$ cat config.mk
export PLATFORM = sky130hd
export DESIGN_NAME = aq32_esp_uart_bus
export DESIGN_NICKNAME = d
export VERILOG_FILES = /design/src/rtl/aq32_esp_uart_bus_pkg.sv /design/src/rtl/uart_rx_prefetch.sv /design/src/rtl/aq32_esp_uart_bus.sv
export SDC_FILE = /design/constraint.sdc
export NUM_CORES = 1
export LEC_CHECK = 0
export CORE_MARGIN = 4
export CORE_UTILIZATION = 35
export CTS_CLUSTER_SIZE = 28
export DETAILED_ROUTE_END_ITERATION = 6
export HOLD_SLACK_MARGIN = 0.03
export PLACE_DENSITY_LB_ADDON = 0.05
export SYNTH_ARGS = -nofsm -noshare
export SYNTH_HDL_FRONTEND = slang
export SYNTH_SLANG_ARGS = --single-unit
$ cat constraint.sdc
create_clock -name clk -period 2.09 [get_ports clk]
set_input_delay 0.5225 -clock clk [delete_from_list [all_inputs] [get_ports clk]]
set_output_delay 0.5225 -clock clk [all_outputs]
set_load 0.02 [all_outputs]
$ cat src/rtl/aq32_esp_uart_bus_pkg.sv
// Shared register map, bit positions and prefetch state encoding for the
// AQ32 ESP UART bus slave; also usable by bench and firmware tooling.
package aq32_esp_uart_bus_pkg;

    localparam logic [1:0] UART_REG_STATUS = 2'd0;
    localparam logic [1:0] UART_REG_DATA   = 2'd1;
    localparam logic [1:0] UART_REG_CTRL   = 2'd2;

    localparam int UART_ST_RXVALID = 0;
    localparam int UART_ST_TXFULL  = 1;
    localparam int UART_ST_OVF     = 2;
    localparam int UART_ST_FERR    = 3;

    localparam int UART_CTRL_RXIE  = 0;
    localparam int UART_CTRL_TXIE  = 1;
    localparam int UART_CTRL_ERRIE = 2;

    localparam logic [0:0] PF_EMPTY = 1'b0;
    localparam logic [0:0] PF_FULL  = 1'b1;

    typedef struct packed {
        logic err_ie;
        logic tx_ie;
        logic rx_ie;
    } uart_ctrl_t;

    function automatic logic [31:0] uart_status_word(input logic rx_valid, input logic tx_full,
                                                     input logic ovf, input logic ferr);
        logic [31:0] w;
        w = '0;
        w[UART_ST_RXVALID] = rx_valid;
        w[UART_ST_TXFULL]  = tx_full;
        w[UART_ST_OVF]     = ovf;
        w[UART_ST_FERR]    = ferr;
        return w;
    endfunction

endpackage

$ cat src/rtl/uart_rx_prefetch.sv
// One-entry holding stage in front of the show-ahead RX FIFO: pulls a byte
// whenever the holding register is empty and releases it on a CPU pop.
module uart_rx_prefetch
    import aq32_esp_uart_bus_pkg::*;
(
    input  logic       clk,
    input  logic       reset,
    input  logic [8:0] rxfifo_data,
    input  logic       rxfifo_empty,
    output logic       rxfifo_rd,
    input  logic       pop,
    output logic [8:0] hold_data,
    output logic       hold_valid
);

    logic [0:0] state;

    assign hold_valid = (state == PF_FULL);
    // The FIFO pop is combinational so it lands on the same edge that captures the head.
    assign rxfifo_rd  = !reset && (state == PF_EMPTY) && !rxfifo_empty;

    always_ff @(posedge clk or posedge reset) begin
        if (reset) begin
            state     <= PF_EMPTY;
            hold_data <= '0;
        end else begin
            case (state)
                PF_EMPTY: begin
                    if (!rxfifo_empty) begin
                        hold_data <= rxfifo_data;
                        state     <= PF_FULL;
                    end
                end
                default: begin
                    if (pop) state <= PF_EMPTY;
                end
            endcase
        end
    end

endmodule

$ cat src/rtl/aq32_esp_uart_bus.sv
// CPU bus slave exposing STATUS/DATA/CTRL registers over the ESP UART FIFOs,
// with RX prefetch, TX back-pressure stall and a registered level interrupt.
module aq32_esp_uart_bus
    import aq32_esp_uart_bus_pkg::*;
(
    input  logic        clk,
    input  logic        reset,
    input  logic [3:0]  bus_addr,
    input  logic [31:0] bus_wrdata,
    input  logic [3:0]  bus_bytesel,
    input  logic        bus_wren,
    input  logic        bus_strobe,
    output logic        bus_wait,
    output logic [31:0] bus_rddata,
    output logic [8:0]  txfifo_data,
    output logic        txfifo_wr,
    input  logic        txfifo_full,
    input  logic [8:0]  rxfifo_data,
    output logic        rxfifo_rd,
    input  logic        rxfifo_empty,
    input  logic        rxfifo_overflow,
    input  logic        rx_framing_error,
    output logic        irq
);

    logic [1:0]  reg_sel;
    logic        phase;
    logic        rd_start;
    logic        wr_en;
    logic        wr_data;
    logic        pop;
    logic        rx_valid;
    logic [8:0]  hold;
    logic        ovf;
    logic        ferr;
    logic        clr_ovf;
    logic        clr_ferr;
    uart_ctrl_t  ctrl;
    logic [31:0] rd_mux;
    logic        unused_bits;

    assign reg_sel  = bus_addr[3:2];
    assign rd_start = bus_strobe && !bus_wren && !phase;
    assign wr_en    = bus_strobe && bus_wren && bus_bytesel[0];
    assign wr_data  = wr_en && (reg_sel == UART_REG_DATA);
    assign pop      = rd_start && (reg_sel == UART_REG_DATA);
    assign clr_ovf  = wr_en && (reg_sel == UART_REG_STATUS) && bus_wrdata[UART_ST_OVF];
    assign clr_ferr = wr_en && (reg_sel == UART_REG_STATUS) && bus_wrdata[UART_ST_FERR];

    // Reads always spend one wait cycle; DATA writes wait only on a full TX FIFO.
    assign bus_wait    = !reset && (rd_start || (wr_data && txfifo_full));
    assign txfifo_wr   = !reset && wr_data && !txfifo_full;
    assign txfifo_data = txfifo_wr ? bus_wrdata[8:0] : 9'd0;

    assign unused_bits = ^{bus_wrdata[31:9], bus_bytesel[3:1], bus_addr[1:0]};

    uart_rx_prefetch u_rx_prefetch (
        .clk          (clk),
        .reset        (reset),
        .rxfifo_data  (rxfifo_data),
        .rxfifo_empty (rxfifo_empty),
        .rxfifo_rd    (rxfifo_rd),
        .pop          (pop),
        .hold_data    (hold),
        .hold_valid   (rx_valid)
    );

    always_comb begin
        rd_mux = '0;
        case (reg_sel)
            UART_REG_STATUS: rd_mux = uart_status_word(rx_valid, txfifo_full, ovf, ferr);
            UART_REG_DATA:   rd_mux = {rx_valid, 22'd0, hold};
            UART_REG_CTRL:   rd_mux = {29'd0, ctrl};
            default:         rd_mux = '0;
        endcase
    end

    always_ff @(posedge clk or posedge reset) begin
        if (reset) begin
            phase      <= 1'b0;
            bus_rddata <= '0;
            ovf        <= 1'b0;
            ferr       <= 1'b0;
            ctrl       <= '0;
            irq        <= 1'b0;
        end else begin
            phase <= rd_start;
            if (rd_start) bus_rddata <= rd_mux;
            // A new event pulse wins over a coincident write-one-to-clear.
            ovf  <= (ovf && !clr_ovf) || rxfifo_overflow;
            ferr <= (ferr && !clr_ferr) || rx_framing_error;
            if (wr_en && (reg_sel == UART_REG_CTRL)) ctrl <= uart_ctrl_t'(bus_wrdata[2:0]);
            irq <= (ctrl.rx_ie && rx_valid) || (ctrl.tx_ie && !txfifo_full)
                || (ctrl.err_ie && (ovf || ferr));
        end
    end

endmodule

==> flow_summary.ini, run 1 <==
[run_status]
status = finished, final reports clean

[final_layout]
final_util_pct = 51.8
post_route_cells_drive_above_1_share_pct = 27.2
diodes = 0
fin_nets = 264
area_delta_synth_final_pct = 42.6
final_cells = 256

[sta]
hold_ws_ns = 0.470
finalCriticalPeriod_ns = 2.04
final_max_slew_viol_count = 0
hold_viol_final = 0
fin_setup_tns_ns = 0
clock_skew_ns = 0.000835
fin_ws_ns = 0.0452
setup_viol = 0
fmax_ghz = 0.489
period_share_pct = 97.8
rsz0062_at_grt = false

[synth]
synth_top_area_cell = dfrtp_1
synthCells = 138
synth-compound-area-share_pct = 5.51
yosysMostFrequentCell = dfrtp_1
synth_top_family_by_area = simple AND/OR/NAND/NOR gates
synth_edf_count = 0
netlist_area_um2 = 1450
yosys.area_share.adder_pct = 0
synth_commonest_cells = dfrtp_1 (27), buf_4 (23), nand2_1 (17)
yosysSeqAreaShare_pct = 46.5
ys_warn_count = 0
synthArstFlopShare_pct = 100
synth-xor-area-share_pct = 0
yosys.area_share.simple_pct = 18.6
synthTopCellsByArea = dfrtp_1 (47%), buf_4 (12%), mux2_2 (9.3%)
synth-seq-cells = 27
synth_top_area_share_pct = 46.5
synth_ff_type = dfrtp_1
avgSynthCellArea_um2 = 10.5
synthMuxAreaShare_pct = 12.1
synth.distinct_cells = 29

[global_route]
antenna_found_initial = 0
grt.overflow.total = 0
grt_pass1_vias = 1226
grtUsageTotal_pct = 13.6
grt_pass1_wl_mm = 5.66
grt_max_degree = 17

[clock_network]
cts_setup_buffers = 0
cts_made_buffers = 3
clk_pin_slew_ns = 0.09
htreeDepth = 1
clock_path_buffers = 2
worstSkewPairLatency_ns = 0.27
cts_tree = done
cts.sinks = 27
cts_root_buf = clkbuf_8

[die]
die_area_um2 = 5250
fp-row-count = 23
core_area_um2 = 4000
fp.dieH_um = 72.4
initial_core_util_pct = 36.3
io_pins = 102
die_w_um = 72.4

[worst_setup_path]
crit_required_ns = 1.57
endpoint_kind = output pin
crit_fanout = 3
rrSetupSlack_ns = 0.71
path_class = in -> out
cp-endpoint = bus_wait
cp-startpoint = bus_wren
arrival_ns = 1.52
rr_startpoint = phase$_DFF_PP0_
reg2reg_depth = 5
start_kind = primary input
rr_endpoint = u_rx_prefetch.hold_valid$_DFF_PP0_

[place]
dpl.hpwl_mm = 2.81
dp.cells = 251
io_buffers = 51
gp_congestion = 0.782
dp_worst_setup_slack_ns = -0.712

[flow_run]
max_cap_violations = 0

[detailed_routing]
drc = 0
totalWireLength_mm = 3.38
vias = 1138
drt-pass1-iter-count = 4
viasPerCell = 4.45
dr.first_iter.drc_count = 29
drtAntennaViolNets = 0
post_drt_wl_per_cell_um = 13.2

[hold_path]
hold_path.class = reg -> reg

[pwr]
ir_drop_v = 0.000288
p_per_area_nw_per_um2 = 670
power.leakage_uw = 0.000987
[report_power, final]
group | internal [uW] | switching [uW]
Combinational | 218 | 193
Clock | 135 | 159
Sequential | 627 | 57.2
Total | 980 | 409
[sequential cells by signal, indices dropped and copies added, names as in the netlist]
name and flops:
ovf 1, ferr 1, u_rx_prefetch.hold_data 9, u_rx_prefetch.hold_valid 1, irq 1, phase 1, ctrl 3, bus_rddata 10
[logic make-up after synthesis]
kind of cell           count (synthesis)
AO/OA/AOI/OAI                         12
buffers and inverters                 31
flip-flops                            27
multiplexers                          16
other                                  1
AND/OR/NAND/NOR                       51
[worst max-delay path, cell delays in order]
cell           delay [ns]
dlygate4sd2_1        0.26
or3b_4               0.41
a21oi_2              0.17
buf_4                0.16
[layout make-up]
cell class,count,area [um2]
clock inverters,1,7.51
inverters,3,16.3
well taps,50,62.6
flip-flops and latches,27,676
clock buffers,3,41.3
fillers,403,1930
multi-input cells,102,633
repair buffers,70,636
[metal layers]
metal | share of wire [%] | GRT usage, % | vias to the layer above
li1 | - | - | 550
met1 | 42 | 17.1 | 554
met2 | 51 | 24.2 | 32
met3 | 6.0 | 2.91 | 2
met4 | 0.30 | 2.46 | 0
met5 | 0 | 0 | -
[cells in the final DEF (no fill, tap or decap), types with 2 or more instances in the layout]
cell type | synthesis | final
mux2i_1 | 4 | 4
nor2_1 | 4 | 3
clkdlybuf4s50_1 | 0 | 32
a21oi_1 | 3 | 2
nand3_1 | 8 | 8
buf_4 | 23 | 27
dlygate4sd2_1 | 0 | 8
clkbuf_8 | 0 | 3
dfrtp_1 | 27 | 27
inv_1 | 2 | 2
nand2_1 | 17 | 17
nor2_2 | 1 | 2
nand2b_1 | 5 | 5
and2_1 | 9 | 9
conb_1 | 1 | 22
and3_4 | 0 | 2
mux2_2 | 12 | 12
o21ai_0 | 3 | 3
a21oi_2 | 1 | 2
o22a_1 | 3 | 3
[per-stage QoR]
| stage | area, um2 | power [uW] |
|---|---|---|
| final | 2070 | 1390 |
| after CTS | 2070 | 1410 |
| after detailed placement | 2030 | 1110 |
| after global placement | 2030 | 1100 |
| after floorplan | 1530 | 950 |
| after global routing | 2070 | 1480 |
[worst min-delay path by stage]
stage	from	end	slack, ns	cells after the start
final	bus_rddata[4]$_DFFE_PP0P_	bus_rddata[4]$_DFFE_PP0P_	0.47	2
after floorplan	u_rx_prefetch.hold_data[4]$_DFFE_PP0P_	bus_rddata[4]$_DFFE_PP0P_	0.46	2
after global placement	bus_rddata[4]$_DFFE_PP0P_	bus_rddata[4]$_DFFE_PP0P_	0.45	2
after CTS	bus_rddata[4]$_DFFE_PP0P_	bus_rddata[4]$_DFFE_PP0P_	0.48	2
after detailed placement	bus_rddata[4]$_DFFE_PP0P_	bus_rddata[4]$_DFFE_PP0P_	0.46	2
after global routing	bus_rddata[5]$_DFFE_PP0P_	bus_rddata[5]$_DFFE_PP0P_	0.51	2
[what timing repair did]
item	in CTS	in global routing
gates resized for setup	68	0
endpoints found under the setup margin	12	0
hold buffers	0	0
Power figures use the tool's default switching activity.
==> inputs of run 2 (changes only) <==
PLACE_DENSITY = 0.79   (was unset)
PLACE_DENSITY_LB_ADDON = unset   (was 0.05)
REMOVE_ABC_BUFFERS = 1   (was unset)
==> flow_summary.ini, run 2 (synthesized netlist as in run 1, its figures left out) <==
[place]
dp_worst_setup_slack_ns = -0.728
dp.cells = 247
dpl.hpwl_mm = 2.53
placed_area_um2 = 1990
io_buffers = 51
gp_congestion = 0.801

[clock_network]
cts.sinks = 27
cts_tree = done
cts_root_buf = clkbuf_8
clk_pin_slew_ns = 0.09
clock_path_buffers = 2
htreeDepth = 1
cts_made_buffers = 3
cts_hold_buf = 0
worstSkewPairLatency_ns = 0.27

[worst_setup_path]
start_kind = primary input
rrSetupSlack_ns = 0.68
endpoint_kind = output pin
crit_required_ns = 1.57
reg2reg_depth = 5
arrival_ns = 1.49
rr_endpoint = u_rx_prefetch.hold_valid$_DFF_PP0_
crit_fanout = 3
path_class = in -> out
rr_startpoint = phase$_DFF_PP0_

[pwr]
p_per_area_nw_per_um2 = 665
ir_drop_v = 0.000369
power.leakage_uw = 0.000985
finalPower_uw = 1390

[die]
initial_core_util_pct = 36.3
fp-row-count = 23
die_area_um2 = 5250
core_area_um2 = 4000
die_w_um = 72.4
io_pins = 102
fp.dieH_um = 72.4

[sta]
rsz0062_at_grt = false
period_share_pct = 96.5
setup_viol = 0
clock_skew_ns = 0.00451
fin_ws_ns = 0.0729
hold_ws_ns = 0.409
hold_viol_final = 0
finalCriticalPeriod_ns = 2.02
final_max_slew_viol_count = 0
fmax_ghz = 0.496

[global_route]
antenna_found_initial = 0
globalRouteMet2Util_pct = 21.4
grt_max_degree = 27
met1_usage_pct = 16.5
top_usage_layer = met2
grtUsageTotal_pct = 12.8
grt.overflow.total = 0
grt_pass1_wl_mm = 5.26
grt_pass1_vias = 1104
met3_usage_pct = 3.05

[flow_run]
max_cap_violations = 0

[final_layout]
largest_register_ffs = 10
post_route_cells_drive_above_1_share_pct = 29.6
area_delta_synth_final_pct = 43.8
top_regs = bus_rddata x10, u_rx_prefetch.hold_data x9, ctrl x3
mostFrequentLayoutCell = clkdlybuf4s50_1
layout_common_cells = clkdlybuf4s50_1 (32), dfrtp_1 (27), conb_1 (22)
finalInstanceArea_um2 = 2090
nFillCells = 387
top_register = bus_rddata
fin_nets = 261
final_cells = 253
diodes = 0

[run_status]
status = finished, final reports clean

[detailed_routing]
dr.first_iter.drc_count = 33
drt-pass1-iter-count = 4
viasPerCell = 4.42
post_drt_wl_per_cell_um = 13.1
drtAntennaViolNets = 0
totalWireLength_mm = 3.33
drc = 0
vias = 1117

[hold_path]
hold_path.class = in -> async
run 2: worst max-delay path by stage:
stage / from / to / slack (ns) / cells after the start
after floorplan: bus_wren / bus_wait / 0.12 / 2
after global placement: bus_strobe / txfifo_data[0] / -0.69 / 5
after detailed placement: bus_wren / txfifo_data[1] / -0.73 / 5
after CTS: txfifo_full / txfifo_data[0] / 0.004 / 5
after global routing: bus_wren / bus_wait / 0.04 / 4
final: bus_wren / bus_wait / 0.07 / 4
run 2: what timing repair did:
| item | in CTS | in global routing |
|---|---|---|
| gates resized for setup | 83 | 2 |
| gates cloned | 1 | 0 |
| endpoints found under the setup margin | 12 | 10 |
| pin swaps | 3 | 0 |
| setup buffers | 1 | 0 |
| endpoints found under the hold margin | 0 | 0 |
run 2: report_power, final:
group          internal, uW  switching, uW  leakage (uW)
Clock                   135            166     0.0000217
Combinational           214            191      0.000640
Sequential              627           56.0      0.000323
Total                   976            413      0.000985
run 2: area by class of cell:
class,count,area (um2),share of cell area [%]
repair buffers,67,633,30.3
clock inverters,1,7.51,0.359
inverters,3,16.3,0.779
multi-input cells,102,652,31.2
flip-flops and latches,27,676,32.4
well taps,50,62.6,3.00
clock buffers,3,41.3,1.98
run 2: critical path: stages:
cell           delay [ns]
dlygate4sd2_1        0.26
or3b_4               0.41
a21oi_2              0.17
buf_6                0.13
run 2: through the flow:
stage / TNS (ns) / utilization (%)
after floorplan: 0 / -
after global placement: -7.78 / 49.6
after detailed placement: -8.02 / 49.6
after CTS: 0 / 52.1
after global routing: 0 / 52.2
final: 0 / 52.2
run 2: metal layers:
layer | wire length (um) | share of wire [%] | vias up
met1 | 1410 | 42 | 530
met4 | 48 | 1.4 | 0
met5 | 0 | 0 | -
met2 | 1660 | 50 | 39
li1 | - | - | 542
met3 | 215 | 6.5 | 6
